$ cat config.mk
export PLATFORM = sky130hd
export DESIGN_NAME = mant_mul_seq_ctrl_flat
export DESIGN_NICKNAME = d
export VERILOG_FILES = /design/src/rtl/fmul_pkg.sv /design/src/rtl/mant_mul_seq_ctrl_if.sv /design/src/rtl/mant_add16.sv /design/src/rtl/mant_mul_seq_ctrl.sv /design/src/flat_wrapper.sv
export SDC_FILE = /design/constraint.sdc
export NUM_CORES = 1
export LEC_CHECK = 0
export CAP_MARGIN = 0
export CORE_MARGIN = 2
export CORE_UTILIZATION = 48
export DETAILED_ROUTE_END_ITERATION = 8
export PLACE_DENSITY = 0.75
export SLEW_MARGIN = 0
export SYNTH_ARGS = -nofsm -noshare
export SYNTH_HDL_FRONTEND = slang
export SYNTH_SLANG_ARGS = --single-unit
$ cat constraint.sdc
create_clock -name clk -period 2.2 [get_ports clk]
set_input_delay 0.33 -clock clk [delete_from_list [all_inputs] [get_ports clk]]
set_output_delay 0.33 -clock clk [all_outputs]
set_load 0.1 [all_outputs]
$ cat src/rtl/fmul_pkg.sv
// Shared types and defaults for the FloatMul mantissa path.
package fmul_pkg;

  localparam int unsigned MANT_W     = 16;
  localparam int unsigned ITER_CNT_W = 5;

  typedef enum logic [1:0] {
    StIdle = 2'd0,
    StRun  = 2'd1,
    StDone = 2'd2
  } state_e;

endpackage

$ cat src/rtl/mant_mul_seq_ctrl_if.sv
// Start/ready request and held-result bundle for the iterative mantissa multiplier.
interface mant_mul_seq_ctrl_if
  import fmul_pkg::*;
#(
  parameter int unsigned W = MANT_W
);

  logic           start;
  logic [W-1:0]   a;
  logic [W-1:0]   b;
  logic           ready;
  logic           busy;
  logic           done;
  logic [2*W-1:0] product;
  logic           norm;

  modport master (
    output start, a, b,
    input  ready, busy, done, product, norm
  );

  modport slave (
    input  start, a, b,
    output ready, busy, done, product, norm
  );

endinterface

$ cat src/rtl/mant_add16.sv
// Combinational W-bit kill/propagate/generate prefix adder with carry-in; result is {cout, sum}.
module mant_add16
  import fmul_pkg::*;
#(
  parameter int unsigned W = MANT_W
) (
  input  logic [W-1:0] a_i,
  input  logic [W-1:0] b_i,
  input  logic         cin_i,
  output logic [W:0]   sum_o
);

  localparam int unsigned NumLevels = (W > 1) ? $clog2(W) : 1;

  logic [W-1:0] hp;
  logic [W-1:0] g_lv [NumLevels+1];
  logic [W-1:0] p_lv [NumLevels+1];

  always_comb begin
    hp      = a_i ^ b_i;
    g_lv[0] = a_i & b_i;
    p_lv[0] = hp;
    // Carry-in folded into bit 0, which then becomes a resolved generate/kill.
    g_lv[0][0] = (a_i[0] & b_i[0]) | (hp[0] & cin_i);
    p_lv[0][0] = 1'b0;
    for (int l = 0; l < int'(NumLevels); l++) begin
      for (int i = 0; i < int'(W); i++) begin
        if (i >= (1 << l)) begin
          g_lv[l+1][i] = g_lv[l][i] | (p_lv[l][i] & g_lv[l][i-(1<<l)]);
          p_lv[l+1][i] = p_lv[l][i] & p_lv[l][i-(1<<l)];
        end else begin
          g_lv[l+1][i] = g_lv[l][i];
          p_lv[l+1][i] = p_lv[l][i];
        end
      end
    end
    sum_o = {g_lv[NumLevels][W-1], hp ^ {g_lv[NumLevels][W-2:0], cin_i}};
  end

endmodule

$ cat src/rtl/mant_mul_seq_ctrl.sv
// Shift-add sequencer for the unsigned mantissa multiplier: one shared adder, W iterations.
module mant_mul_seq_ctrl
  import fmul_pkg::*;
#(
  parameter int unsigned W     = MANT_W,
  parameter int unsigned CNT_W = ITER_CNT_W
) (
  input logic               clk,
  input logic               rst,
  mant_mul_seq_ctrl_if.slave bus
);

  if ((1 << CNT_W) <= W) begin : gen_cnt_w_check
    $error("CNT_W too narrow to count W iterations");
  end

  state_e           state_q, state_d;
  logic [CNT_W-1:0] count_q, count_d;
  logic [W-1:0]     mcand_q, mcand_d;
  // Bit 2W of the partial product is always zero after a shift, so it is not stored.
  logic [2*W-1:0]   p_q, p_d;
  logic [2*W-1:0]   product_q, product_d;
  logic             norm_q, norm_d;
  logic [W:0]       add_res;
  logic [W:0]       acc;
  logic [2*W-1:0]   p_shift;

  mant_add16 #(.W(W)) u_add (
    .a_i  (p_q[2*W-1:W]),
    .b_i  (mcand_q),
    .cin_i(1'b0),
    .sum_o(add_res)
  );

  assign acc     = p_q[0] ? add_res : {1'b0, p_q[2*W-1:W]};
  assign p_shift = {acc, p_q[W-1:1]};

  always_comb begin
    state_d   = state_q;
    count_d   = count_q;
    mcand_d   = mcand_q;
    p_d       = p_q;
    product_d = product_q;
    norm_d    = norm_q;
    unique case (state_q)
      StIdle: begin
        if (bus.start) begin
          mcand_d = bus.a;
          p_d     = {{W{1'b0}}, bus.b};
          count_d = '0;
          state_d = StRun;
        end
      end
      StRun: begin
        p_d     = p_shift;
        count_d = count_q + 1'b1;
        if (count_q == CNT_W'(W - 1)) begin
          product_d = p_shift;
          norm_d    = p_shift[2*W-1];
          state_d   = StDone;
        end
      end
      StDone:  state_d = StIdle;
      default: state_d = StIdle;
    endcase
  end

  always_ff @(posedge clk) begin
    if (rst) begin
      state_q   <= StIdle;
      count_q   <= '0;
      mcand_q   <= '0;
      p_q       <= '0;
      product_q <= '0;
      norm_q    <= 1'b0;
    end else begin
      state_q   <= state_d;
      count_q   <= count_d;
      mcand_q   <= mcand_d;
      p_q       <= p_d;
      product_q <= product_d;
      norm_q    <= norm_d;
    end
  end

  assign bus.ready   = (state_q == StIdle);
  assign bus.busy    = (state_q == StRun);
  assign bus.done    = (state_q == StDone);
  assign bus.product = product_q;
  assign bus.norm    = norm_q;

endmodule

$ cat src/flat_wrapper.sv
// flat-port wrapper written by rule: the top's interface ports become plain ports
module mant_mul_seq_ctrl_flat import fmul_pkg::*;
#(
  parameter int unsigned W     = MANT_W,
  parameter int unsigned CNT_W = ITER_CNT_W
)
  (clk, rst, bus_start, bus_a, bus_b, bus_ready, bus_busy, bus_done, bus_product, bus_norm);
  mant_mul_seq_ctrl_if #(.W(W)) bus_i ();
  input logic clk;
  input logic rst;
  input wire logic [$bits(bus_i.start)-1:0] bus_start;
  input wire logic [$bits(bus_i.a)-1:0] bus_a;
  input wire logic [$bits(bus_i.b)-1:0] bus_b;
  output wire logic [$bits(bus_i.ready)-1:0] bus_ready;
  output wire logic [$bits(bus_i.busy)-1:0] bus_busy;
  output wire logic [$bits(bus_i.done)-1:0] bus_done;
  output wire logic [$bits(bus_i.product)-1:0] bus_product;
  output wire logic [$bits(bus_i.norm)-1:0] bus_norm;
  assign bus_i.start = bus_start;
  assign bus_i.a = bus_a;
  assign bus_i.b = bus_b;
  assign bus_ready = bus_i.ready;
  assign bus_busy = bus_i.busy;
  assign bus_done = bus_i.done;
  assign bus_product = bus_i.product;
  assign bus_norm = bus_i.norm;
  mant_mul_seq_ctrl #(.W(W), .CNT_W(CNT_W)) u_core (.clk(clk), .rst(rst), .bus(bus_i));
endmodule
==> Word-level counts from Yosys, hierarchy flattened <==
Index checks and enable logic that the tools add are counted.
{ "word_totals": {"word_cells": 162, "ff_bits": 88, "out_inout_bits": 36, "in_bits": 35} }
{ "op_classes": {"addsub": 1, "muxes": 8, "bitwise_logic": 136, "n_reduce_logical": 6, "eq_ne": 5} }
{ "op_table": {"columns": ["op", "count"], "rows": [
  ["bitwise AND 1 bit", 84],
  ["one-hot mux 32 bit (2 select lines)", 1],
  ["bitwise OR 1 bit", 49],
  ["two-way mux 32 bit", 1],
  ["bitwise XOR 16 bit", 2],
  ["two-way mux 17 bit", 1],
  ["bitwise AND 16 bit", 1],
  ["one-hot mux 5 bit (2 select lines)", 1],
  ["AND reduction 2 bit", 4],
  ["adder 5 x 1 -> 5 bit (second input constant)", 1],
  ["equality test 5 x 4 -> 1 bit (second input constant)", 1],
  ["two-way mux 5 bit", 1],
  ["two-way mux 2 bit", 2],
  ["one-hot mux 2 bit (2 select lines)", 1],
  ["equality test 2 x 1 -> 1 bit (second input constant)", 1],
  ["equality test 2 bit (second input constant)", 1],
  ["logical NOT 2 bit", 1],
  ["inequality test 2 x 1 -> 1 bit (second input constant)", 1],
  ["inequality test 2 bit (second input constant)", 1],
  ["nonzero test 2 bit", 1]
]} }

==> Longest topological paths before layout <==
{ "logic_depth": {"depth_word": 11, "depth_mapped": 9, "ltp_nobuf": 9} }

==> By module <==
Synthesis repeated with hierarchy kept, for this count alone.
{ "hier_totals": {"hier_cells": 462, "hier_area_um2": 4254.1} }
{ "by_module_without_submodules": {"columns": ["module", "instances", "seq_area_each_um2", "cells_per_inst", "area_per_inst_um2"], "rows": [
  ["mant_mul_seq_ctrl", 1, 1741.7, 348, 3433.3],
  ["mant_add16", 1, 0.0, 114, 820.8]
]} }

==> Worst setup path after synthesis <==
OpenSTA, ideal clock, no wires.
{ "synth_timing": {"path_type": "register to register", "startpoint": "register u_core.state_q[0]", "endpoint": "register u_core.p_q[10]", "arrival_time_ps": 2649, "period_less_slack_ps": 2740, "path_buffers": 2, "path_slack_ps": -540, "stages_incl_launch_ff": 7, "setup_time_ps": 91, "path_cell_list": "dfxtp_1 > nor2_1 > and2_1 > clkbuf_1 > clkbuf_1 > nand2_1 > a311oi_1"} }
{ "synth_between": {"elab_chain_cells": 3, "word_cells_on_any_way": 6} }
{ "synth_lines": {"columns": ["item", "line_no", "text"], "rows": [
  ["start: declaration", "mant_mul_seq_ctrl.sv:17", "state_e state_q, state_d;"],
  ["start signal: assignment", "mant_mul_seq_ctrl.sv:70", "state_q <= StIdle;"],
  ["start signal: assignment", "mant_mul_seq_ctrl.sv:77", "state_q <= state_d;"],
  ["logical NOT 2 bit *", null, null],
  ["via bus_ready", "flat_wrapper.sv:14", "output wire logic [$bits(bus_i.ready)-1:0] bus_ready;"],
  ["inequality test 2 bit (no line) / nonzero test 2 bit (equally long branches)", null, null],
  ["AND reduction 2 bit (no line)", null, null],
  ["end signal: assignment", "mant_mul_seq_ctrl.sv:80", "p_q <= p_d;"],
  ["end: declaration", "mant_mul_seq_ctrl.sv:21", "logic [2*W-1:0] p_q, p_d;"]
]} }
The timed path passes the listed nets; every way through them passes the cells marked *.
A chain may end at the register's enable or synchronous reset.

==> Worst setup path in the final report <==
{ "layout_timing": {"startpoint": "register u_core.mcand_q[0]", "endpoint": "register u_core.product_q[25] (netlist: u_core.bus.product[25])"} }
{ "layout_between": {"elab_chain_cells": 7} }
{ "layout_lines": {"columns": ["item", "line_no", "text"], "rows": [
  ["start: declaration", "mant_mul_seq_ctrl.sv:19", "logic [W-1:0] mcand_q, mcand_d;"],
  ["start signal: assignment", "mant_mul_seq_ctrl.sv:79", "mcand_q <= mcand_d;"],
  ["bitwise AND 1 bit", "mant_add16.sv:24", "g_lv[0][0] = (a_i[0] & b_i[0]) | (hp[0] & cin_i);"],
  ["bitwise AND 1 bit", "mant_add16.sv:29", "g_lv[l+1][i] = g_lv[l][i] | (p_lv[l][i] & g_lv[l][i-(1<<l)]);"],
  ["bitwise OR 1 bit", "mant_add16.sv:29", null],
  ["bitwise AND 1 bit", "mant_add16.sv:29", null],
  ["bitwise OR 1 bit", "mant_add16.sv:29", null],
  ["bitwise XOR 16 bit", "mant_add16.sv:37", "sum_o = {g_lv[NumLevels][W-1], hp ^ {g_lv[NumLevels][W-2:0], cin_i}};"],
  ["two-way mux 17 bit", "mant_mul_seq_ctrl.sv:35", "assign acc = p_q[0] ? add_res : {1'b0, p_q[2*W-1:W]};"],
  ["end signal: assignment", "mant_mul_seq_ctrl.sv:81", "product_q <= product_d;"],
  ["end: declaration", "mant_mul_seq_ctrl.sv:22", "logic [2*W-1:0] product_q, product_d;"]
]} }
No other way between the ends.

==> impl_metrics.py <==
metrics = {
    "finish": {
        "area_growth_pct": 27.94,
        "drive_above_1_share_pct": 18.34,
        "fin_cells": 724,
        "final_util_pct": 62.89,
        "finalNetCount": 665,
        "final_area_um2": 5431,
        "diodes": 0,
    },
    "detailed_routing": {
        "routed_wl_um": 10950,
        "detail_route.wl_per_cell_um": 15.12,
        "dr.pass1.iters": 6,
        "vias": 4085,
        "avgViaCountPerCell": 5.642,
        "ant_nets": 0,
        "drc_errors": 0,
        "dr.first_iter.drc_count": 295,
    },
    "logic_synthesis": {
        "avgSynthCellArea_um2": 7.876,
        "async_flop_share_pct": 0,
        "synth_area_um2": 4245,
        "synth_fp_nets": 593,
        "synthFlopType": "dfxtp_1",
        "synth_area_leader_cell": "dfxtp_1",
        "yosysTopAreaCellShare_pct": 41.03,
        "ys_seq_elements": 87,
        "yosysWarningCount": 0,
        "synth_edf_count": 0,
        "synth.distinct_cells": 52,
        "ys_top_cells_by_area": "dfxtp_1 (41%), nand2_1 (10%), a21oi_1 (7.2%), nor2_1 (5.7%), ha_1 (5.3%)",
        "synth_cells": 539,
        "seq_area_frac_synth_pct": 41.03,
    },
    "global_routing": {
        "overflow": 0,
        "grt_max_degree": 62,
        "grt_pass1_vias": 3793,
        "grt_first_pass_wirelength_um": 17960,
        "grt_use_total_pct": 22.25,
        "antenna_found_initial": 0,
    },
    "timing": {
        "final_min_period_over_clock_period_pct": 104.9,
        "whs_ns": 0.4578,
        "fmax_mhz": 433.4,
        "clock-skew-final_ns": 0.01510,
        "setup_ws_ns": -0.1075,
        "hold_viol_final": 0,
        "worst_slew_pin_slew_ns": 0.6318,
        "post-route-min-period_ns": 2.307,
        "maxSlewHeadroom_pct": 57.88,
        "setup_viol": 9,
        "drv_slew": 0,
        "rsz0062_at_grt": "true",
    },
    "power_and_ir_drop": {
        "p_switching_w": 0.0009192,
        "p_int_w": 0.002361,
        "pwr-share-comb_pct": 14.2,
        "p_leak_nw": 2.126,
        "ir_drop_uv": 335.1,
        "powerDensity_nw_per_um2": 603.9,
        "clock_power_share_pct": 34.6,
        "p_sw_share_pct": 28.02,
        "power_frac_seq_pct": 51.2,
    },
    "placement": {
        "post_dp_cell_area_um2": 5087,
        "io_buffer_count": 70,
        "place_congestion": 0.9479,
        "dpl.cell_count": 704,
        "hpwl_um": 7411,
    },
    "cts": {
        "cts-root-buf": "clkbuf_8",
        "htreeDepth": 3,
        "cts_tree": "built",
        "clk_latency_ns": 0.36,
        "cts_hold_buf": 0,
        "cts_buffers": 9,
        "clk_pin_slew_worst_paths_ns": 0.09,
        "clock-sinks": 87,
        "clockBufferDepth": 2,
    },
    "job": {
        "drv_cap": 0,
    },
    "setup_path": {
        "worstReg2RegStart": "u_core.mcand_q[0]",
        "start_kind": "flop",
        "crit_start": "u_core.mcand_q[0]",
        "crit_chain": "ha_4, fa_2, a21o_1, and4_4, o211ai_1, a21oi_2, or3_4, a21oi_2, nor4_1",
        "critPathMaxFanout": 2,
        "crit_top_cell": "a21oi_2",
        "crit_buf_inv": 0,
        "worstSetupEndpointType": "flop",
        "cp_top_family": "compound AO/OA/AOI/OAI gates",
        "max_stage_delay_ns": 0.36,
        "path_class": "flop to flop",
        "required_ns": 2.42,
        "cp.arrival_ns": 2.53,
        "critical_path.slowest_cell": "or3_4",
    },
    "die": {
        "rows": 34,
        "start_util_pct": 49.16,
        "die-area_um2": 9613,
        "die_h_um": 98.05,
        "core_um2": 8636,
        "dieWidth_um": 98.05,
        "io_pins": 71,
    },
    "min_path": {
        "hp-class": "flop to flop",
        "worstHoldStart": "u_core.bus.product[1]",
    },
    "run_status": {
        "status": "finished, violations left",
        "violations": "setup timing",
    },
}
[worst register-to-register path, stage by stage, from the launching register on]
cell	delay, ns
dfxtp_2	0.35
ha_4	0.16
fa_2	0.34
a21o_1	0.20
and4_4	0.20
o211ai_1	0.24
a21oi_2	0.11
or3_4	0.36
a21oi_2	0.15
nor4_1	0.06
[path summary, 6_finish.rpt]
check,end,slack (ns),depth (start not counted)
worst max-delay path,u_core.bus.product[25],-0.11,9
worst min-delay path,u_core.bus.product[1],0.46,2
worst max register to register,u_core.bus.product[25],-0.11,9
worst min register to register,u_core.bus.product[1],0.46,2
[metrics by stage]
step / setup TNS [ns] / power [W] / setup WS [ns]
3_5_place_dp: -0.4828 / 0.002161 / -0.1109
2_1_floorplan: 0 / 0.001982 / 0.01863
3_3_place_gp: -0.2590 / 0.002148 / -0.08300
5_1_grt: -1.760 / 0.003414 / -0.2348
6_report: -0.4892 / 0.003280 / -0.1075
4_1_cts: -0.4908 / 0.003278 / -0.1149
[cell families after synthesis]
| family | count (synthesis) | share of synthesized area [%] |
|---|---|---|
| flip-flops | 87 | 41.03 |
| AND/OR/NAND/NOR | 234 | 24.29 |
| AO/OA/AOI/OAI | 141 | 21.72 |
| multiplexers | 7 | 1.651 |
| buffers and inverters | 43 | 3.890 |
| XOR/XNOR | 8 | 1.651 |
| adder cells (fa/ha/maj) | 19 | 5.777 |
[what timing repair did]
action / CTS / global route
resized for setup: 5 / 20
pin swaps: 10 / 15
hold endpoints to repair: 0 / 0
setup endpoints to repair: 12 / 18
buffers inserted: 1 / 3
[cell usage in the layout, fill, tap and decap left out, types with 4 or more instances in the layout]
| master | instances |
|---|---|
| clkbuf_8 | 9 |
| nand2_1 | 113 |
| and2_1 | 4 |
| mux2i_1 | 7 |
| a21oi_2 | 5 |
| a31oi_1 | 8 |
| a21oi_1 | 57 |
| a311oi_1 | 18 |
| dfxtp_2 | 4 |
| o21ai_0 | 13 |
| ha_1 | 14 |
| dfxtp_1 | 83 |
| nor2b_1 | 4 |
| nor3b_1 | 4 |
| clkdlybuf4s50_1 | 33 |
| buf_4 | 63 |
| a21o_1 | 5 |
| nand2b_1 | 5 |
| a211oi_1 | 10 |
| nand3_1 | 10 |
| nor3_1 | 6 |
| nor2_1 | 64 |
[state kept, by name (all words and copies together), names as in the netlist]
register            count
u_core.p_q             32
u_core.bus.product     31
u_core.mcand_q         16
u_core.count_q          5
u_core.state_q          2
u_core.bus.norm         1
[final cells by class]
class                   count  area (um2)
clock inverters             6       68.82
multi-input cells         409        2462
clock buffers              10       127.6
well taps                 108       135.1
fillers                   757        3204
inverters                   3       11.26
flip-flops and latches     87        1747
repair buffers            101       879.6
[power by group through the flow]
stage | combinational [W] | sequential (W) | clock [W]
after detailed placement | 0.000449 | 0.00171 | 0
after CTS | 0.000453 | 0.00168 | 0.00115
final | 0.000466 | 0.00168 | 0.00114
after floorplan | 0.000285 | 0.00170 | 0
after global routing | 0.000515 | 0.00169 | 0.00121
after global placement | 0.000439 | 0.00171 | 0
[cells in the mapped netlist (2+ instances only)]
master    instances
xnor2_1           5
nand3b_1          3
nor4_1            3
a311oi_1         19
o21ai_0          15
o41a_1            2
and4_1            2
ha_1             18
buf_1             2
and2_1            4
a21o_1            5
nand2b_1          6
dfxtp_1          87
xor2_1            3
nand4_1           2
clkbuf_1         37
a31oi_1           8
a21oi_2           2
o211ai_1          3
and3_1            2
nor2b_1           4
a211oi_1         10
and4b_1           2
nand2_1         113
inv_1             3
o31ai_1           2
nor3b_1           4
nor3_1            6
or3_1             2
nor2_1           65
mux2i_1           7
a21oi_1          61
nand3_1          11
o21a_1            2
a211oi_2          2
[layer usage]
metal | global-route usage [%] | vias to the layer above | share of wire, %
met3 | 3.508 | 20 | 6.1
met2 | 35.83 | 123 | 47
met5 | 0 | - | 0
li1 | - | 2036 | -
met4 | 7.372 | 0 | 1.9
met1 | 30.61 | 1906 | 45
Power figures use the tool's default switching activity.
